===== config.mk =====
export PLATFORM = sky130hd
export DESIGN_NAME = plic_claim_sequencer
export DESIGN_NICKNAME = d
export VERILOG_FILES = /design/src/rtl/plic_claim_sequencer.sv
export SDC_FILE = /design/constraint.sdc
export NUM_CORES = 1
export LEC_CHECK = 0
export BUFFER_PORTS_ARGS = -buffer_cell sky130_fd_sc_hd__buf_2
export CAP_MARGIN = 20
export CORE_AREA = 2 2 92 94
export DETAILED_ROUTE_END_ITERATION = 8
export DIE_AREA = 0 0 94 96
export HOLD_SLACK_MARGIN = 0.06
export PLACE_DENSITY = 0.73
export SLEW_MARGIN = 20
export SYNTH_ARGS = -nofsm -noshare
export SYNTH_HDL_FRONTEND = slang
export SYNTH_SLANG_ARGS = --single-unit

===== constraint.sdc =====
create_clock -name M_AXI_ACLK -period 2.1 [get_ports M_AXI_ACLK]
set_input_delay 0.63 -clock M_AXI_ACLK [delete_from_list [all_inputs] [get_ports M_AXI_ACLK]]
set_output_delay 0.63 -clock M_AXI_ACLK [all_outputs]
set_load 0.01 [all_outputs]

===== src/rtl/plic_claim_sequencer.sv =====
// ---------------------------------------------------------------------------
// plic_claim_sequencer
//
// Bus master that runs the PLIC claim/complete protocol for two interrupt
// contexts over an AXI-style read/write interface. A context with a pending
// interrupt line and no claim outstanding is granted (round-robin on ties).
// Its claim register is read, and a non-zero source ID is handed to a
// consumer. Completion requests from the consumer are written back to the
// context's claim/complete register. Only one bus transaction is in flight
// at a time, and completions take priority over new claims.
//
// Ports
//   M_AXI_ACLK, M_AXI_ARESET : clock, synchronous active-high reset
//   irq_ctx                  : per-context PLIC interrupt lines
//   M_AXI_AW* / W* / B*      : write channels (completion writes)
//   M_AXI_AR* / R*           : read channels (claim reads)
//   claim_*                  : claimed interrupt handoff to the consumer
//   done_*                   : completion requests from the consumer
//   ctx_busy                 : per-context claim outstanding
//   bus_err                  : sticky flag for any non-OKAY response
//   spurious_cnt             : saturating count of claims that returned ID 0
// ---------------------------------------------------------------------------
module plic_claim_sequencer #(
   parameter int                ADDR_W     = 28,
   parameter logic [ADDR_W-1:0] PLIC_BASE  = 28'h0000000,
   parameter logic [ADDR_W-1:0] CTX_STRIDE = 28'h1000
) (
   input  logic              M_AXI_ACLK,
   input  logic              M_AXI_ARESET,
   input  logic [1:0]        irq_ctx,
   output logic [ADDR_W-1:0] M_AXI_AWADDR,
   output logic              M_AXI_AWVALID,
   input  logic              M_AXI_AWREADY,
   output logic [63:0]       M_AXI_WDATA,
   output logic [7:0]        M_AXI_WSTRB,
   output logic              M_AXI_WVALID,
   input  logic              M_AXI_WREADY,
   input  logic [1:0]        M_AXI_BRESP,
   input  logic              M_AXI_BVALID,
   output logic              M_AXI_BREADY,
   output logic [ADDR_W-1:0] M_AXI_ARADDR,
   output logic              M_AXI_ARVALID,
   input  logic              M_AXI_ARREADY,
   input  logic [63:0]       M_AXI_RDATA,
   input  logic [1:0]        M_AXI_RRESP,
   input  logic              M_AXI_RVALID,
   output logic              M_AXI_RREADY,
   output logic              claim_valid,
   input  logic              claim_ready,
   output logic              claim_ctx,
   output logic [5:0]        claim_id,
   input  logic              done_valid,
   output logic              done_ready,
   input  logic              done_ctx,
   input  logic [5:0]        done_id,
   output logic [1:0]        ctx_busy,
   output logic              bus_err,
   output logic [7:0]        spurious_cnt
);

   typedef enum logic [2:0] {IDLE, RD_ADDR, RD_DATA, HANDOFF, WR_REQ, WR_RESP} state_t;

   // Context register blocks start at this offset; the claim/complete
   // register sits 4 bytes into each block.
   localparam logic [ADDR_W-1:0] CTX_BLK   = ADDR_W'(32'h0020_0000);
   localparam logic [ADDR_W-1:0] CLAIM_OFF = ADDR_W'(4);

   state_t            state_q, state_d;
   logic              rr_q, rr_d;
   logic              wr_ctx_q, wr_ctx_d;
   logic [ADDR_W-1:0] araddr_q, araddr_d;
   logic              arvalid_q, arvalid_d;
   logic              rready_q, rready_d;
   logic [ADDR_W-1:0] awaddr_q, awaddr_d;
   logic              awvalid_q, awvalid_d;
   logic [63:0]       wdata_q, wdata_d;
   logic [7:0]        wstrb_q, wstrb_d;
   logic              wvalid_q, wvalid_d;
   logic              bready_q, bready_d;
   logic              claim_valid_q, claim_valid_d;
   logic              claim_ctx_q, claim_ctx_d;
   logic [5:0]        claim_id_q, claim_id_d;
   logic [1:0]        busy_q, busy_d;
   logic              bus_err_q, bus_err_d;
   logic [7:0]        spurious_q, spurious_d;

   logic [1:0]        eligible;
   logic              grant;
   logic              accept_done;
   logic [5:0]        rd_id;
   logic              unused_rdata;

   assign rd_id        = M_AXI_RDATA[37:32];
   assign unused_rdata = ^{M_AXI_RDATA[63:38], M_AXI_RDATA[31:0]};

   // Completions are accepted only from IDLE and never while reset is held,
   // so a request seen during reset is not lost.
   assign accept_done = (state_q == IDLE) && done_valid && !M_AXI_ARESET;
   assign done_ready  = accept_done;

   function automatic logic [ADDR_W-1:0] ctx_base(input logic c);
      return PLIC_BASE + CTX_BLK + (c ? CTX_STRIDE : '0);
   endfunction

   always_comb begin
      state_d       = state_q;
      rr_d          = rr_q;
      wr_ctx_d      = wr_ctx_q;
      araddr_d      = araddr_q;
      arvalid_d     = arvalid_q;
      rready_d      = rready_q;
      awaddr_d      = awaddr_q;
      awvalid_d     = awvalid_q;
      wdata_d       = wdata_q;
      wstrb_d       = wstrb_q;
      wvalid_d      = wvalid_q;
      bready_d      = bready_q;
      claim_valid_d = claim_valid_q;
      claim_ctx_d   = claim_ctx_q;
      claim_id_d    = claim_id_q;
      busy_d        = busy_q;
      bus_err_d     = bus_err_q;
      spurious_d    = spurious_q;
      eligible      = irq_ctx & ~busy_q;
      grant         = 1'b0;

      unique case (state_q)
         IDLE: begin
            if (accept_done) begin
               wr_ctx_d  = done_ctx;
               awaddr_d  = ctx_base(done_ctx);
               wdata_d   = {26'b0, done_id, 32'b0};
               wstrb_d   = 8'hF0;
               awvalid_d = 1'b1;
               wvalid_d  = 1'b1;
               state_d   = WR_REQ;
            end else if (eligible != 2'b00) begin
               // rr_q holds the context that wins a tie: the one not granted last.
               grant       = (eligible == 2'b11) ? rr_q : eligible[1];
               rr_d        = ~grant;
               claim_ctx_d = grant;
               araddr_d    = ctx_base(grant) + CLAIM_OFF;
               arvalid_d   = 1'b1;
               state_d     = RD_ADDR;
            end
         end
         RD_ADDR: begin
            if (M_AXI_ARREADY) begin
               arvalid_d = 1'b0;
               rready_d  = 1'b1;
               state_d   = RD_DATA;
            end
         end
         RD_DATA: begin
            if (M_AXI_RVALID) begin
               rready_d = 1'b0;
               state_d  = IDLE;
               if (M_AXI_RRESP != 2'b00) begin
                  bus_err_d = 1'b1;
               end else if (rd_id == 6'd0) begin
                  if (spurious_q != 8'hFF) spurious_d = spurious_q + 8'd1;
               end else begin
                  busy_d[claim_ctx_q] = 1'b1;
                  claim_id_d          = rd_id;
                  claim_valid_d       = 1'b1;
                  state_d             = HANDOFF;
               end
            end
         end
         HANDOFF: begin
            if (claim_ready) begin
               claim_valid_d = 1'b0;
               state_d       = IDLE;
            end
         end
         WR_REQ: begin
            // AW and W retire independently; move on once both have gone.
            if (M_AXI_AWREADY) awvalid_d = 1'b0;
            if (M_AXI_WREADY)  wvalid_d  = 1'b0;
            if (!awvalid_d && !wvalid_d) begin
               bready_d = 1'b1;
               state_d  = WR_RESP;
            end
         end
         WR_RESP: begin
            if (M_AXI_BVALID) begin
               bready_d         = 1'b0;
               busy_d[wr_ctx_q] = 1'b0;
               if (M_AXI_BRESP != 2'b00) bus_err_d = 1'b1;
               state_d          = IDLE;
            end
         end
         default: state_d = IDLE;
      endcase
   end

   always_ff @(posedge M_AXI_ACLK) begin
      if (M_AXI_ARESET) begin
         state_q       <= IDLE;
         rr_q          <= 1'b0;
         wr_ctx_q      <= 1'b0;
         araddr_q      <= '0;
         arvalid_q     <= 1'b0;
         rready_q      <= 1'b0;
         awaddr_q      <= '0;
         awvalid_q     <= 1'b0;
         wdata_q       <= '0;
         wstrb_q       <= '0;
         wvalid_q      <= 1'b0;
         bready_q      <= 1'b0;
         claim_valid_q <= 1'b0;
         claim_ctx_q   <= 1'b0;
         claim_id_q    <= '0;
         busy_q        <= '0;
         bus_err_q     <= 1'b0;
         spurious_q    <= '0;
      end else begin
         state_q       <= state_d;
         rr_q          <= rr_d;
         wr_ctx_q      <= wr_ctx_d;
         araddr_q      <= araddr_d;
         arvalid_q     <= arvalid_d;
         rready_q      <= rready_d;
         awaddr_q      <= awaddr_d;
         awvalid_q     <= awvalid_d;
         wdata_q       <= wdata_d;
         wstrb_q       <= wstrb_d;
         wvalid_q      <= wvalid_d;
         bready_q      <= bready_d;
         claim_valid_q <= claim_valid_d;
         claim_ctx_q   <= claim_ctx_d;
         claim_id_q    <= claim_id_d;
         busy_q        <= busy_d;
         bus_err_q     <= bus_err_d;
         spurious_q    <= spurious_d;
      end
   end

   assign M_AXI_ARADDR  = araddr_q;
   assign M_AXI_ARVALID = arvalid_q;
   assign M_AXI_RREADY  = rready_q;
   assign M_AXI_AWADDR  = awaddr_q;
   assign M_AXI_AWVALID = awvalid_q;
   assign M_AXI_WDATA   = wdata_q;
   assign M_AXI_WSTRB   = wstrb_q;
   assign M_AXI_WVALID  = wvalid_q;
   assign M_AXI_BREADY  = bready_q;
   assign claim_valid   = claim_valid_q;
   assign claim_ctx     = claim_ctx_q;
   assign claim_id      = claim_id_q;
   assign ctx_busy      = busy_q;
   assign bus_err       = bus_err_q;
   assign spurious_cnt  = spurious_q;

endmodule


Word-level counts from Yosys, hierarchy flattened
Cells that the tools add are included.
W data, S select, Z words.

storage, ports and cells
  bits in registers = 92
  bits of input ports = 86
  output and inout port bits = 153
  word-level logic and storage cells = 135

operators by class
  add/subtract/negate cells = 4
  order comparisons = 4
  eq/ne operators = 20
  multiplexer cells = 49
  bitwise gates (word level) = 9
  reductions and logical operators = 31

operators by type and width
  cell                      number
  $add A22 B13 Y23 const A  2
  $mux W13                  2
  $add A23 B3 Y24 const B   1
  $mux W1                   23
  $ne A2 B2 Y1 const B      11
  $mux W3                   7
  $reduce_and A5 Y1         4
  $pmux W3 S6               1
  $reduce_bool A2 Y1        9
  $pmux W1 S2               7
  $mux W2                   6
  $reduce_and A3 Y1         3
  $add A8 B1 Y8 const B     1
  $ne A8 B8 Y1 const B      1
  $reduce_and A4 Y1         2
  $eq A3 B2 Y1 const B      2
  $eq A3 B3 Y1 const B      2
  $logic_not A6 Y1          1
  $reduce_and A6 Y1         1
  $logic_and A1 B1 Y1       5
  $and A2 B2 Y2             2
  $lt A1 B2 Y1 const B      2
  $not A1 Y1                4
  $not A2 Y2                2
  other kinds (11)          16

Depth between registers and ports, before layout
  depth in word-level cells = 9
  depth in mapped cells = 7
  gate-level depth less buffers = 5

Least setup slack after synthesis
Ideal clock, no wire load.

  kind = flip-flop to output port
  start point = register state_q[1]
  end point = output done_ready
  arrival time = 1.320 ns
  data required time = 1.470 ns
  slack = 0.150 ns
  stages on the path, launching flop included = 6
  buffers on the path = 2
  cells stage by stage = dfxtp_1 > buf_2 > nor3_1 > nand3_1 > inv_1 > buf_2

on the way
  longest elaborated chain between the ends = 3

RTL lines
  item                              line  RTL
  start: declaration                68    state_t state_q, state_d;
  start signal: assignment          218   state_q <= state_d;
  $logic_not A3 Y1                  98    assign accept_done = (state_q == IDLE) && done_valid && !M_AXI_ARESET;
  $logic_and A1 B1 Y1 (2 in a row)  98
  end: declaration                  53    output logic done_ready,

No other way between the ends.

Worst setup path in the final report
  start point = register state_q[0]
  end point = output done_ready

Same word-level chain as after synthesis.

==> run summary <==
Outcome: finished, final reports clean
Fillers: 848
Worst-skew pair later-pin latency: 0.29 ns
Area Overhead vs Synth: 6.90%
Largest family of logic cells by synthesized area: buffers and inverters
Final min period: 1.95 ns
Critical Path RT: 1.47 ns
Clock Path Buffers: 2
CTS tree: done
DR DRC count: 0
Synth cell count leaders: 120 x buf_4, 37 x dfxtp_1, 36 x nand2_1, 23 x a21oi_1, 18 x o21ai_0
Worst setup endpoint: done_ready
Gr usage total: 11.4%
Root buf cell: clkbuf_8
Power share of the combinational group: 32.8%
Core Rows: 33
Reg2Reg Capture Point: spurious_cnt[0]
Mapped Cells: 331
Critical-path maximum fanout: 6
Post-synthesis sequential area ratio: 28.0%
Synth Warn #: 0
Share of the synthesized area in the top cell type: 34.0%
Pre-CTS setup slack: -0.0342 ns
DP Wirelength: 4540 um
Post-DRT Antenna Nets: 0
Vias: 2112
Worst setup SP type: register
Core box area: 0.00805 mm2
Hold violation count in the final report: 0
Min-delay worst type: reg2reg
Period utilization: 92.7%
Placed instance area: 0.00270 mm2
CP peak stage delay: 0.39 ns
Placed Instances: 501
Layout Cells excl Fill: 509
Die ar.: 0.00902 mm2
Dominant synthesized flop cell: dfxtp_1
Worst Setup SP: state_q[0]
Clock power frac: 28.0%
Largest area contributor in the netlist: buf_4
Lkg Pwr: 1.39 nW
Flop-to-flop setup slack: 0.39 ns
# hold bufs at CTS: 0
Overflow after GRT: 0
Post-Synth Simple-Gate Area: 17.4%
Total CTS buffers: 5
Synth Area in XOR/XNOR: 0%
Top-count cell post-synth: buf_4
Critical Path, Cell by Cell: nor3_2, nand3_1, inv_1, buf_2
Mapped Avg Cell Area: 7.99 um2
Finished Core Util: 35.1%
Num Clock Sinks: 37
RSZ-0062 raised after global routing: no
Vias in the first global route: 1647
Final setup margin: 0.153 ns
EDFF count, synth: 0
Die Y: 96 um
Synth Area in Adders: 0.851%
CP Capture Type: primary output
Post-synthesis compound-gate area fraction: 15.4%
Reg2reg start: state_q[1]
Largest net degree at the start of global routing: 16
Fmax achieved: 514 MHz
Mapped Area: 0.00265 mm2
Initial antenna violation count: 0
TNS Setup: 0 ns
Finished Cell Area: 0.00283 mm2
WL/cell: 10.9 um
Net Sw Frac: 34.7%
Peak supply drop: 0.349 mV
Final setup vio count: 0
Global-route wire length before repair: 8090 um
Port Buf Inserts: 67
Die W: 94 um
Routed Wire Length: 5540 um
R2R cell count: 5
P_int: 1.50 mW
H-tree depth: 2
Unique masters post-synth: 48
CP max-delay cell: dfxtp_1
Proportion of synthesized area in mux cells: 1.13%
Seq pwr share: 39.2%
Starting density of the core: 32.9%
Fin. max-slew vios: 0
Number of diodes: 0
Min Hold Slack: 0.447 ns
#FFs+latches synth: 37
Nets: 490
DR pass1 iterations: 4
Net switching power: 0.796 mW
Layout cells sized above 1: 24.8%
Routability Congestion: 0.816
Power Total: 2.30 mW
Worst-path clk slew: 0.08 ns
Initial DRC count: 97
PD cells: 812 mW/mm2
Synth area leaders: buf_4 34%, dfxtp_1 28%, nand2_1 5.1%
Worst EP arrival: 1.32 ns
Postcts setup bufs: 0
Via density: 4.15
Ys async rst share: 0%
Ports: 239
Clock skew: 0.00546 ns
WS Path Type: reg2out
Max-cap violation count: 0
logic make-up (layout without fill, tap and decap cells):
family,after synthesis,after routing
AO/OA/AOI/OAI,66,66
adder cells (fa/ha/maj),2,2
buffers and inverters,138,99
flip-flops,37,37
multiplexers,3,3
other,1,113
AND/OR/NAND/NOR,84,84
worst max-delay path: cells and delay by family (launching register included):
family	cells	cell delay (ns)
flops	1	0.39
simple gates	2	0.38
buf+inv	2	0.26
timing repair:
item / CTS / global route
resized for setup: 0 / 2
setup endpoints to repair: 0 / 1
endpoints found under the hold margin: 0 / 0
layout make-up:
| cell class | count | area, um2 | area share [%] |
|---|---|---|---|
| multi-input combinational | 268 | 1350 | 47.7 |
| sequential | 37 | 742 | 26.2 |
| timing repair buffer | 83 | 455 | 16.1 |
| tap | 105 | 131 | 4.64 |
| clock buffer | 6 | 82.6 | 2.92 |
| clock inverter | 2 | 37.5 | 1.33 |
| inverter | 8 | 30.0 | 1.06 |
placed cells by master, fill, tap and decap left out, types with 6 or more instances in the layout:
cell type    n
conb_1     113
buf_2       67
dfxtp_1     36
nand2_1     36
a21oi_1     23
o21ai_0     18
buf_4       16
nor2_1       9
inv_1        8
nor2b_1      6
clkbuf_8     6
sequential cells by signal, indices dropped and copies added, names as in the netlist:
signal	cells
M_AXI_ARADDR	2
M_AXI_ARVALID	1
M_AXI_AWADDR	2
M_AXI_AWVALID	1
M_AXI_BREADY	1
M_AXI_RREADY	1
M_AXI_WDATA	6
M_AXI_WVALID	1
bus_err	1
claim_id	6
claim_valid	1
ctx_busy	2
rr_q	1
spurious_cnt	8
state_q	3
power by group through the flow:
stage	combinational [mW]	clock (mW)	sequential [mW]
floorplan	0.686	0	0.913
global placement	0.736	0	0.902
detailed placement	0.751	0	0.912
CTS	0.754	0.663	0.896
global route	0.836	0.700	0.915
finish	0.755	0.643	0.900
worst min path at each step:
stage | from | depth (start not counted) | to
2_1_floorplan | rr_q | 2 | rr_q
3_3_place_gp | claim_valid | 2 | claim_valid
3_5_place_dp | claim_valid | 2 | claim_valid
4_1_cts | claim_valid | 2 | claim_valid
5_1_grt | claim_valid | 2 | claim_valid
6_report | claim_valid | 2 | claim_valid
per-layer routing:
layer / GRT usage, % / part of all wire, %
met2: 18.8 / 48
met5: 0 / 0
met1: 15.0 / 44
met3: 3.05 / 6.8
met4: 2.54 / 0.72
Note: power is estimated with default switching activity, not from simulation.
